`config.mk`:
```
export PLATFORM = sky130hd
export DESIGN_NAME = multi_ultrasonic_scheduler_flat
export DESIGN_NICKNAME = d
export VERILOG_FILES = /design/src/rtl/multi_ultrasonic_scheduler_if.sv /design/src/rtl/multi_ultrasonic_scheduler.sv /design/src/flat_wrapper.sv
export SDC_FILE = /design/constraint.sdc
export NUM_CORES = 1
export LEC_CHECK = 0
export BUFFER_PORTS_ARGS = -buffer_cell sky130_fd_sc_hd__buf_2
export CELL_PAD_IN_SITES_DETAIL_PLACEMENT = 1
export CELL_PAD_IN_SITES_GLOBAL_PLACEMENT = 1
export CORE_MARGIN = 2
export CORE_UTILIZATION = 24
export DETAILED_ROUTE_END_ITERATION = 7
export GPL_TIMING_DRIVEN = 0
export PLACE_DENSITY = 0.59
export SKIP_CTS_REPAIR_TIMING = 1
export SKIP_LAST_GASP = 1
export SLEW_MARGIN = 10
export SYNTH_ARGS = -nofsm -noshare
export SYNTH_HDL_FRONTEND = slang
export SYNTH_SLANG_ARGS = --single-unit
export TNS_END_PERCENT = 5
```
`constraint.sdc`:
```
create_clock -name clk -period 6 [get_ports clk]
set_input_delay 1.2 -clock clk [delete_from_list [all_inputs] [get_ports clk]]
set_output_delay 1.2 -clock clk [all_outputs]
set_load 0.01 [all_outputs]
```
`src/rtl/multi_ultrasonic_scheduler_if.sv`:
```
`default_nettype none
// ============================================================================
// multi_ultrasonic_scheduler_if
// Control, echo/trigger and result bundle for the multi-sensor scheduler.
// Revision: 1.0
// ============================================================================
interface multi_ultrasonic_scheduler_if #(
  parameter int NUM_CH = 4,
  parameter int DIST_W = 8
);
  localparam int CH_W = (NUM_CH > 1) ? $clog2(NUM_CH) : 1;

  logic                       enable;
  logic [NUM_CH-1:0]          echo;
  logic [NUM_CH-1:0]          trig;
  logic [NUM_CH*DIST_W-1:0]   raw_dist;
  logic [NUM_CH*DIST_W-1:0]   avg_dist;
  logic [NUM_CH-1:0]          dist_valid;
  logic [NUM_CH-1:0]          timeout;
  logic                       overrun;
  logic [CH_W-1:0]            active_ch;

  modport master (
    output enable, echo,
    input  trig, raw_dist, avg_dist, dist_valid, timeout, overrun, active_ch
  );

  modport slave (
    input  enable, echo,
    output trig, raw_dist, avg_dist, dist_valid, timeout, overrun, active_ch
  );
endinterface
`default_nettype wire

```
`src/rtl/multi_ultrasonic_scheduler.sv`:
```
`default_nettype none
// ============================================================================
// multi_ultrasonic_scheduler
// Round-robin trigger/echo timing for NUM_CH sensors with per-channel EMA.
// Revision: 1.0
// ============================================================================
module multi_ultrasonic_scheduler #(
  parameter int NUM_CH      = 4,
  parameter int DIST_W      = 8,
  parameter int SLOT_CYC    = 3_125_000,
  parameter int TRIG_CYC    = 500,
  parameter int TIMEOUT_CYC = 1_500_000,
  parameter int CYC_PER_CM  = 2900,
  parameter int EMA_SHIFT   = 2
) (
  input  wire logic                   clk,
  input  wire logic                   reset,
  multi_ultrasonic_scheduler_if.slave bus
);
  localparam int CH_W = (NUM_CH > 1) ? $clog2(NUM_CH) : 1;
  localparam int SW   = $clog2(SLOT_CYC + 1);
  localparam int TW   = $clog2(TRIG_CYC + 1);
  localparam int OW   = $clog2(TIMEOUT_CYC + 1);
  localparam int MW   = $clog2(CYC_PER_CM + 1);

  localparam logic [SW-1:0]     SLOT_LAST = SW'(SLOT_CYC - 1);
  localparam logic [TW-1:0]     TRIG_LAST = TW'(TRIG_CYC - 1);
  localparam logic [OW-1:0]     TO_LAST   = OW'(TIMEOUT_CYC - 1);
  localparam logic [MW-1:0]     CM_LAST   = MW'(CYC_PER_CM - 1);
  localparam logic [CH_W-1:0]   CH_LAST   = CH_W'(NUM_CH - 1);
  localparam logic [DIST_W-1:0] DIST_MAX  = {DIST_W{1'b1}};
  localparam logic signed [DIST_W+1:0] DIST_MAX_S = {2'b00, {DIST_W{1'b1}}};

  typedef enum logic [2:0] {
    S_IDLE, S_TRIG, S_WAIT_RISE, S_MEASURE, S_UPDATE, S_FAIL
  } state_t;

  state_t state_q, state_d;

  logic [NUM_CH-1:0]        sync1_q, sync2_q, hist_q;
  logic [SW-1:0]            slot_q, slot_d;
  logic [TW-1:0]            trig_cnt_q, trig_cnt_d;
  logic [OW-1:0]            to_cnt_q, to_cnt_d;
  logic [MW-1:0]            sub_q, sub_d;
  logic [DIST_W-1:0]        cm_q, cm_d;
  logic [CH_W-1:0]          active_q;
  logic [NUM_CH*DIST_W-1:0] raw_q, avg_q;
  logic [NUM_CH-1:0]        primed_q, valid_q, tmo_q;
  logic                     overrun_q;

  logic                     tick;
  logic                     echo_rise, echo_fall;
  logic [DIST_W-1:0]        avg_cur, avg_new;
  logic signed [DIST_W+1:0] ema_diff, ema_sum;
  logic [CH_W-1:0]          active_next;

  always_ff @(posedge clk or posedge reset) begin
    if (reset) begin
      sync1_q <= '0;
      sync2_q <= '0;
      hist_q  <= '0;
    end else begin
      sync1_q <= bus.echo;
      sync2_q <= sync1_q;
      hist_q  <= sync2_q;
    end
  end

  // Only the channel owning the slot can produce edges; others are ignored.
  assign echo_rise = sync2_q[active_q] & ~hist_q[active_q];
  assign echo_fall = ~sync2_q[active_q] & hist_q[active_q];

  assign tick   = bus.enable && (slot_q == SLOT_LAST);
  assign slot_d = (!bus.enable || tick) ? '0 : slot_q + SW'(1);

  always_comb begin
    state_d    = state_q;
    trig_cnt_d = trig_cnt_q;
    to_cnt_d   = to_cnt_q;
    sub_d      = sub_q;
    cm_d       = cm_q;
    case (state_q)
      S_IDLE: begin
        trig_cnt_d = '0;
        if (tick) state_d = S_TRIG;
      end
      S_TRIG: begin
        if (trig_cnt_q == TRIG_LAST) begin
          state_d  = S_WAIT_RISE;
          to_cnt_d = '0;
        end else begin
          trig_cnt_d = trig_cnt_q + TW'(1);
        end
      end
      S_WAIT_RISE: begin
        to_cnt_d = to_cnt_q + OW'(1);
        if (echo_rise) begin
          state_d = S_MEASURE;
          sub_d   = '0;
          cm_d    = '0;
        end else if (to_cnt_q == TO_LAST) begin
          state_d = S_FAIL;
        end
      end
      S_MEASURE: begin
        to_cnt_d = to_cnt_q + OW'(1);
        if (sub_q == CM_LAST) begin
          sub_d = '0;
          if (cm_q != DIST_MAX) cm_d = cm_q + DIST_W'(1);
        end else begin
          sub_d = sub_q + MW'(1);
        end
        if (echo_fall)                state_d = S_UPDATE;
        else if (to_cnt_q == TO_LAST) state_d = S_FAIL;
      end
      S_UPDATE: state_d = S_IDLE;
      S_FAIL:   state_d = S_IDLE;
      default:  state_d = S_IDLE;
    endcase
  end

  always_ff @(posedge clk or posedge reset) begin
    if (reset) begin
      state_q    <= S_IDLE;
      slot_q     <= '0;
      trig_cnt_q <= '0;
      to_cnt_q   <= '0;
      sub_q      <= '0;
      cm_q       <= '0;
    end else begin
      state_q    <= state_d;
      slot_q     <= slot_d;
      trig_cnt_q <= trig_cnt_d;
      to_cnt_q   <= to_cnt_d;
      sub_q      <= sub_d;
      cm_q       <= cm_d;
    end
  end

  // Filter runs two bits wider so the signed step and clamp cannot wrap.
  assign avg_cur  = avg_q[active_q*DIST_W +: DIST_W];
  assign ema_diff = $signed({2'b00, cm_q}) - $signed({2'b00, avg_cur});
  assign ema_sum  = $signed({2'b00, avg_cur}) + (ema_diff >>> EMA_SHIFT);

  always_comb begin
    avg_new = ema_sum[DIST_W-1:0];
    if (!primed_q[active_q])        avg_new = cm_q;
    else if (ema_sum < 0)           avg_new = '0;
    else if (ema_sum > DIST_MAX_S)  avg_new = DIST_MAX;
  end

  assign active_next = (active_q == CH_LAST) ? '0 : active_q + CH_W'(1);

  always_ff @(posedge clk or posedge reset) begin
    if (reset) begin
      active_q  <= '0;
      raw_q     <= '0;
      avg_q     <= '0;
      primed_q  <= '0;
      valid_q   <= '0;
      tmo_q     <= '0;
      overrun_q <= 1'b0;
    end else begin
      valid_q <= '0;
      if (tick && state_q != S_IDLE) overrun_q <= 1'b1;
      if (state_q == S_UPDATE) begin
        raw_q[active_q*DIST_W +: DIST_W] <= cm_q;
        avg_q[active_q*DIST_W +: DIST_W] <= avg_new;
        primed_q[active_q] <= 1'b1;
        tmo_q[active_q]    <= 1'b0;
        valid_q[active_q]  <= 1'b1;
        active_q           <= active_next;
      end else if (state_q == S_FAIL) begin
        raw_q[active_q*DIST_W +: DIST_W] <= DIST_MAX;
        tmo_q[active_q]    <= 1'b1;
        active_q           <= active_next;
      end
    end
  end

  // Trigger decodes straight from state so reset drops it immediately.
  always_comb begin
    bus.trig = '0;
    if (state_q == S_TRIG) bus.trig[active_q] = 1'b1;
  end

  assign bus.raw_dist   = raw_q;
  assign bus.avg_dist   = avg_q;
  assign bus.dist_valid = valid_q;
  assign bus.timeout    = tmo_q;
  assign bus.overrun    = overrun_q;
  assign bus.active_ch  = active_q;
endmodule
`default_nettype wire
```
`src/flat_wrapper.sv`:
```
// flat-port wrapper written by rule: the top's interface ports become plain ports
module multi_ultrasonic_scheduler_flat 
#(
  parameter int NUM_CH      = 4,
  parameter int DIST_W      = 8,
  parameter int SLOT_CYC    = 3_125_000,
  parameter int TRIG_CYC    = 500,
  parameter int TIMEOUT_CYC = 1_500_000,
  parameter int CYC_PER_CM  = 2900,
  parameter int EMA_SHIFT   = 2
)
  (clk, reset, bus_enable, bus_echo, bus_trig, bus_raw_dist, bus_avg_dist, bus_dist_valid, bus_timeout, bus_overrun, bus_active_ch);
  multi_ultrasonic_scheduler_if #(.NUM_CH(NUM_CH), .DIST_W(DIST_W)) bus_i ();
  input  wire logic clk;
  input  wire logic reset;
  input wire logic [$bits(bus_i.enable)-1:0] bus_enable;
  input wire logic [$bits(bus_i.echo)-1:0] bus_echo;
  output wire logic [$bits(bus_i.trig)-1:0] bus_trig;
  output wire logic [$bits(bus_i.raw_dist)-1:0] bus_raw_dist;
  output wire logic [$bits(bus_i.avg_dist)-1:0] bus_avg_dist;
  output wire logic [$bits(bus_i.dist_valid)-1:0] bus_dist_valid;
  output wire logic [$bits(bus_i.timeout)-1:0] bus_timeout;
  output wire logic [$bits(bus_i.overrun)-1:0] bus_overrun;
  output wire logic [$bits(bus_i.active_ch)-1:0] bus_active_ch;
  assign bus_i.enable = bus_enable;
  assign bus_i.echo = bus_echo;
  assign bus_trig = bus_i.trig;
  assign bus_raw_dist = bus_i.raw_dist;
  assign bus_avg_dist = bus_i.avg_dist;
  assign bus_dist_valid = bus_i.dist_valid;
  assign bus_timeout = bus_i.timeout;
  assign bus_overrun = bus_i.overrun;
  assign bus_active_ch = bus_i.active_ch;
  multi_ultrasonic_scheduler #(.NUM_CH(NUM_CH), .DIST_W(DIST_W), .SLOT_CYC(SLOT_CYC), .TRIG_CYC(TRIG_CYC), .TIMEOUT_CYC(TIMEOUT_CYC), .CYC_PER_CM(CYC_PER_CM), .EMA_SHIFT(EMA_SHIFT)) u_core (.clk(clk), .reset(reset), .bus(bus_i));
endmodule
```
### After elaboration in Yosys (flattened, before gate mapping)

Cells that the tools add are included.

* mux-type cells: 41
* reductions and logical operators: 17
* eq/ne operators: 17
* add/sub/neg operators: 9
* div/mod/pow operators: 0
* multiply operators: 0
* shift-type cells: 5
* $lt $le $gt $ge: 4
* bitwise gates (word level): 8

Operator list (number)
* $bwmux W32: 3
* $shiftx A8 B34 Y32: 2
* $mux W32: 2
* $mux W8: 6
* $pmux W21 S2: 1
* $neg A5 Y34: 1
* $shift A8 B34 Y32 const A: 1
* $shiftx A8 B34 Y32 const A: 1
* $shiftx A32 B6 Y8: 1
* $mux W12: 2
* $pmux W12 S2: 1
* $add A22 B1 Y22 const B: 1
* $eq A22 B22 Y1 const B: 1
* $mux W22: 1
* $add A21 B1 Y21 const B: 1
* $eq A21 B21 Y1 const B: 1
* $mux W21: 1
* $pmux W9 S2: 1
* $mux W4: 4
* $pmux W8 S2: 1
* $mux W3: 5
* $add A12 B1 Y12 const B: 1
* $eq A12 B12 Y1 const B: 1
* $pmux W3 S4: 1
* other kinds (36): 60

* memories: 0
* bits in writable memories: 0
* bits of input ports: 7
* bits in latches: 0
* word-level logic and storage cells: 117
* register bits: 166
* bits in read-only memories: 0
* output and inout bits: 79

### Longest topological paths before layout

* depth in word-level cells: 9
* gate-level depth with buffers: 20
* depth with buffers taken out: 18

### Worst setup path after synthesis

Ideal clock, no wire load.

* kind: flip-flop to flip-flop
* from: register u_core.active_q[0], in the netlist u_core.bus.active_ch[0]
* to: register u_core.avg_q[11], in the netlist u_core.bus.avg_dist[11]
* path slack: 0.865 ns
* period minus slack after synthesis: 5.135 ns
* setup time: 0.132 ns
* required time: 5.868 ns
* stages on the path, launching flop included: 21
* arrival: 5.003 ns
* buffers on the path: 2
* cell sequence: dfrtp_1 clkbuf_1 clkbuf_1 mux4_2 inv_1 ha_1 a21o_1 a21oi_1 o21ai_1 a21oi_1 o21bai_1 a21o_1 xor2_1 ha_1 o21a_1 and2_1 a221oi_1 nand3b_1 nand3_1 a22oi_1 o21ai_1

* longest elaborated chain between the ends: 9
* elaborated cells between the ends (all ways): 14
* those cells by class: 3 x add/sub; 2 x order compare; 3 x shift; 6 x mux

RTL lines
* from (decl): line multi_ultrasonic_scheduler.sv:46 `logic [CH_W-1:0] active_q;`
* from (signal assigned): line multi_ultrasonic_scheduler.sv:172 `active_q <= active_next;`
* from (signal assigned): line multi_ultrasonic_scheduler.sv:176 `active_q <= active_next;`
* $shiftx A32 B6 Y8: line multi_ultrasonic_scheduler.sv:141 `assign avg_cur = avg_q[active_q*DIST_W +: DIST_W];`
* $sub A8 B8 Y9: line multi_ultrasonic_scheduler.sv:142 `assign ema_diff = $signed({2'b00, cm_q}) - $signed({2'b00, avg_cur});`
* $add A9 B7 Y10: line multi_ultrasonic_scheduler.sv:143 `assign ema_sum = $signed({2'b00, avg_cur}) + (ema_diff >>> EMA_SHIFT);`
* $gt A10 B9 Y1: line multi_ultrasonic_scheduler.sv:149 `else if (ema_sum > DIST_MAX_S) avg_new = DIST_MAX;`
* $mux W8: line multi_ultrasonic_scheduler.sv:149
* $mux W8: line multi_ultrasonic_scheduler.sv:148 `else if (ema_sum < 0) avg_new = '0;`
* $mux W8: line multi_ultrasonic_scheduler.sv:147 `if (!primed_q[active_q]) avg_new = cm_q;`
* $shiftx A8 B34 Y32: line multi_ultrasonic_scheduler.sv:168 `avg_q[active_q*DIST_W +: DIST_W] <= avg_new;`
* $bwmux W32 *: line multi_ultrasonic_scheduler.sv:168
* to (signal, indexed assignment): line multi_ultrasonic_scheduler.sv:168
* to (decl): line multi_ultrasonic_scheduler.sv:47 `logic [NUM_CH*DIST_W-1:0] raw_q, avg_q;`

Mark *: on every way between the ends. The rest lies on a longest branch, timed or not. The select of a mux whose other input is x is not followed.
A chain may end at the register's enable or synchronous reset.

### Worst setup path in the final report

* from: register u_core.active_q[0], in the netlist u_core.bus.active_ch[0]
* to: register u_core.avg_q[14], in the netlist u_core.bus.avg_dist[14]

The elaborated chain is that of the path after synthesis.

==> flow_metrics.py <==
metrics = {
    "status": {
        "run_status": "finished, final reports clean",
    },
    "sta": {
        "period_minus_slack_ps": 5576,
        "finalCritPeriodShare": 0.9293,
        "final_max_slew_viol_count": 0,
        "slew-limit-headroom": 0.2503,
        "finalSetupViolCount": 0,
        "max_freq_mhz": 179.3,
        "fin_skew_ps": 15.42,
        "hold_viol": 0,
        "rsz0062_at_grt": "no",
        "worst_slew_pin_slew_ps": 1116,
    },
    "detailed_routing": {
        "drt-total-wl_mm": 24.66,
        "dr.pass1.iters": 4,
        "via_per_inst": 4.676,
        "postRouteAntennaNets": 0,
        "routedWlPerCell_um": 17.08,
        "drt_iter0_markers": 281,
        "num_vias": 6752,
        "drc_errors": 0,
    },
    "grt": {
        "grtUsageTotal": 0.1433,
        "grt_max_degree": 100,
        "grt_pass1_vias": 6976,
        "grt_pass1_wl_mm": 40.09,
        "antenna_found_initial": 0,
        "grt_overflow": 0,
    },
    "final_layout": {
        "drive_above_1_share": 0.1517,
        "antennaDiodeCount": 0,
        "area_delta_synth_final_pct": 19.82,
        "fin_util": 0.2897,
        "fin_cells": 1444,
        "nets": 1010,
    },
    "synth": {
        "synth_flop_cell": "dfrtp_1",
        "synthTopCellsByArea": "dfrtp_1 50%, nand2_1 6.2%, ha_1 3.9%",
        "synth_nets": 905,
        "syn_avg_cell_area_sq_um": 9.517,
        "synth-async-reset-ratio": 1.000,
        "yosysMostFrequentCell": "dfrtp_1",
        "ys_ff_latch": 166,
        "syn_area_sq_um": 8289,
        "yosys-top-cells-count": "166 x dfrtp_1, 138 x nand2_1, 82 x nor2_1",
        "yosysWarnings": 0,
        "synth-seq-area-share": 0.5011,
        "synth_top_cell_by_area": "dfrtp_1",
        "synth_edf_count": 0,
        "synthDistinctLibCells": 53,
        "yosys.area.top_type_share": 0.5011,
        "syn_inst": 871,
    },
    "worst_setup_path": {
        "worstSetupStartpointType": "flop",
        "cp_data_required_time_ps": 6310,
        "cp-end-kind": "flop",
        "critPathArrivalTime_ps": 5890,
        "critPathMaxFanout": 10,
        "crit_type": "flop to flop",
    },
    "placed_design": {
        "portBuffers": 85,
        "place_inst": 1412,
        "place_congestion": 0.8496,
        "hpwl_mm": 17.69,
    },
    "pwr": {
        "ir_drop_mv": 0.2041,
        "power_density_nw_per_um2": 232.3,
        "power_leakage_nw": 4.542,
    },
    "clock_network": {
        "numCtsBuffers": 17,
        "clkSinkCount": 166,
        "cts_root_buf": "clkbuf_16",
        "cts_buffer_depth": 2,
        "cts_tree": "yes",
        "path_clk_slew_ps": 80,
        "clk_latency_ps": 450,
        "htreeDepth": 4,
    },
    "floorplan": {
        "die_x_um": 189.8,
        "core_region_area_sq_um": 34290,
        "die_h_um": 189.8,
        "io_pins": 86,
        "die_area_sq_um": 36040,
        "start_util": 0.2418,
        "rows": 68,
    },
    "worst_hold_path": {
        "min_path_type": "flop to flop",
    },
    "flow_run": {
        "drv_cap": 0,
    },
}
## critical path: stages, from the launching register on
cell	delay, ps
dfrtp_1	430
clkbuf_2	280
buf_2	400
mux4_2	600
inv_1	90
ha_1	260
a21o_1	200
a21oi_1	220
o21ai_1	100
a21oi_1	240
o21bai_1	140
a21o_1	200
xor2_1	140
ha_1	350
o21a_1	220
and2_1	180
a221oi_2	420
nand3b_1	290
nand3_1	110
a22oi_1	430
o21ai_1	130
## kinds of logic (layout without fill, tap and decap cells)
family | after synthesis | after routing | share of synthesized area
mux | 18 | 18 | 0.03743
flops | 166 | 166 | 0.5011
fa+ha+maj | 27 | 27 | 0.04166
simple gates | 356 | 356 | 0.2030
compound gates | 192 | 192 | 0.1315
buf+inv | 58 | 176 | 0.02822
xor+xnor | 54 | 54 | 0.05706
## area by class of cell
cell class                      count  area (sq um)
Buffer                             37         157.7
Fill cell                        3957         24360
Inverter                           21         86.33
Timing Repair Buffer               86         452.9
Multi-Input combinational cell    647          3918
Clock buffer                       19         442.9
Sequential cell                   166          4154
Tap cell                          455         569.3
Clock inverter                     13         151.4
## power breakdown
group,switching (W),internal (W)
clock,0.000534,0.000608
combinational,0.0000295,0.00000767
sequential,0.00000301,0.00112
## final timing paths
check,from,to,slack (ps),cells after the start
setup / recovery,u_core.bus.active_ch[0],u_core.bus.avg_dist[14],420,20
hold / removal,u_core.sync1_q[1],u_core.sync2_q[1],350,0
setup reg to reg,u_core.bus.active_ch[0],u_core.bus.avg_dist[14],420,20
hold reg to reg,u_core.sync1_q[1],u_core.sync2_q[1],350,0
max in group asynchronous,reset,u_core.to_cnt_q[5],4300,3
min in group asynchronous,reset,u_core.bus.dist_valid[3],800,2
## flip-flops by register name, summed over array words and instances, names as in the netlist, named ones only
register               cells
u_core.sub_q              12
u_core.sync1_q             4
u_core.slot_q             22
u_core.bus.avg_dist       32
u_core.trig_cnt_q          9
u_core.bus.dist_valid      4
u_core.to_cnt_q           21
u_core.bus.overrun         1
u_core.cm_q                8
u_core.sync2_q             4
u_core.bus.active_ch       2
u_core.primed_q            4
u_core.bus.raw_dist       32
u_core.hist_q              4
u_core.state_q             3
## through the flow
stage | hold slack [ps] | setup TNS [ps] | area, sq um | total power [W] | setup WS [ps]
floorplan | 331.2 | 0 | 8289 | 0.001172 | 310.0
global placement | 334.9 | -340600 | 9284 | 0.001186 | -2040
detailed placement | 336.3 | -5610 | 9324 | 0.001189 | -254.9
CTS | 353.2 | -7268 | 9918 | 0.002347 | -308.6
global route | 368.8 | 0 | 9932 | 0.002397 | 64.63
finish | 352.2 | 0 | 9932 | 0.002307 | 423.9
## layer usage
| metal | vias to the layer above | track usage | wire [um] |
|---|---|---|---|
| met5 | - | 0 | 0 |
| met4 | 0 | 0.04949 | 532 |
| met3 | 29 | 0.02601 | 709 |
| met2 | 95 | 0.2367 | 11900 |
| met1 | 3377 | 0.1887 | 11510 |
| li1 | 3251 | - | - |
## placed cells by master, fill, tap and decap left out, drive strengths merged, types with 6 or more instances in the layout
cell type  count
nor2b          6
nand2b        10
nand2        138
ha            26
clkbuf        51
xnor2         21
buf           91
nor2          82
o31ai          8
mux4          10
a21oi         50
nand3         29
o21ai         94
a22oi          6
nor3          18
or3            8
and3          16
inv           30
nand4         15
and2          10
xor2          33
dfrtp        166
No activity file was read; power rests on OpenSTA's default activity.
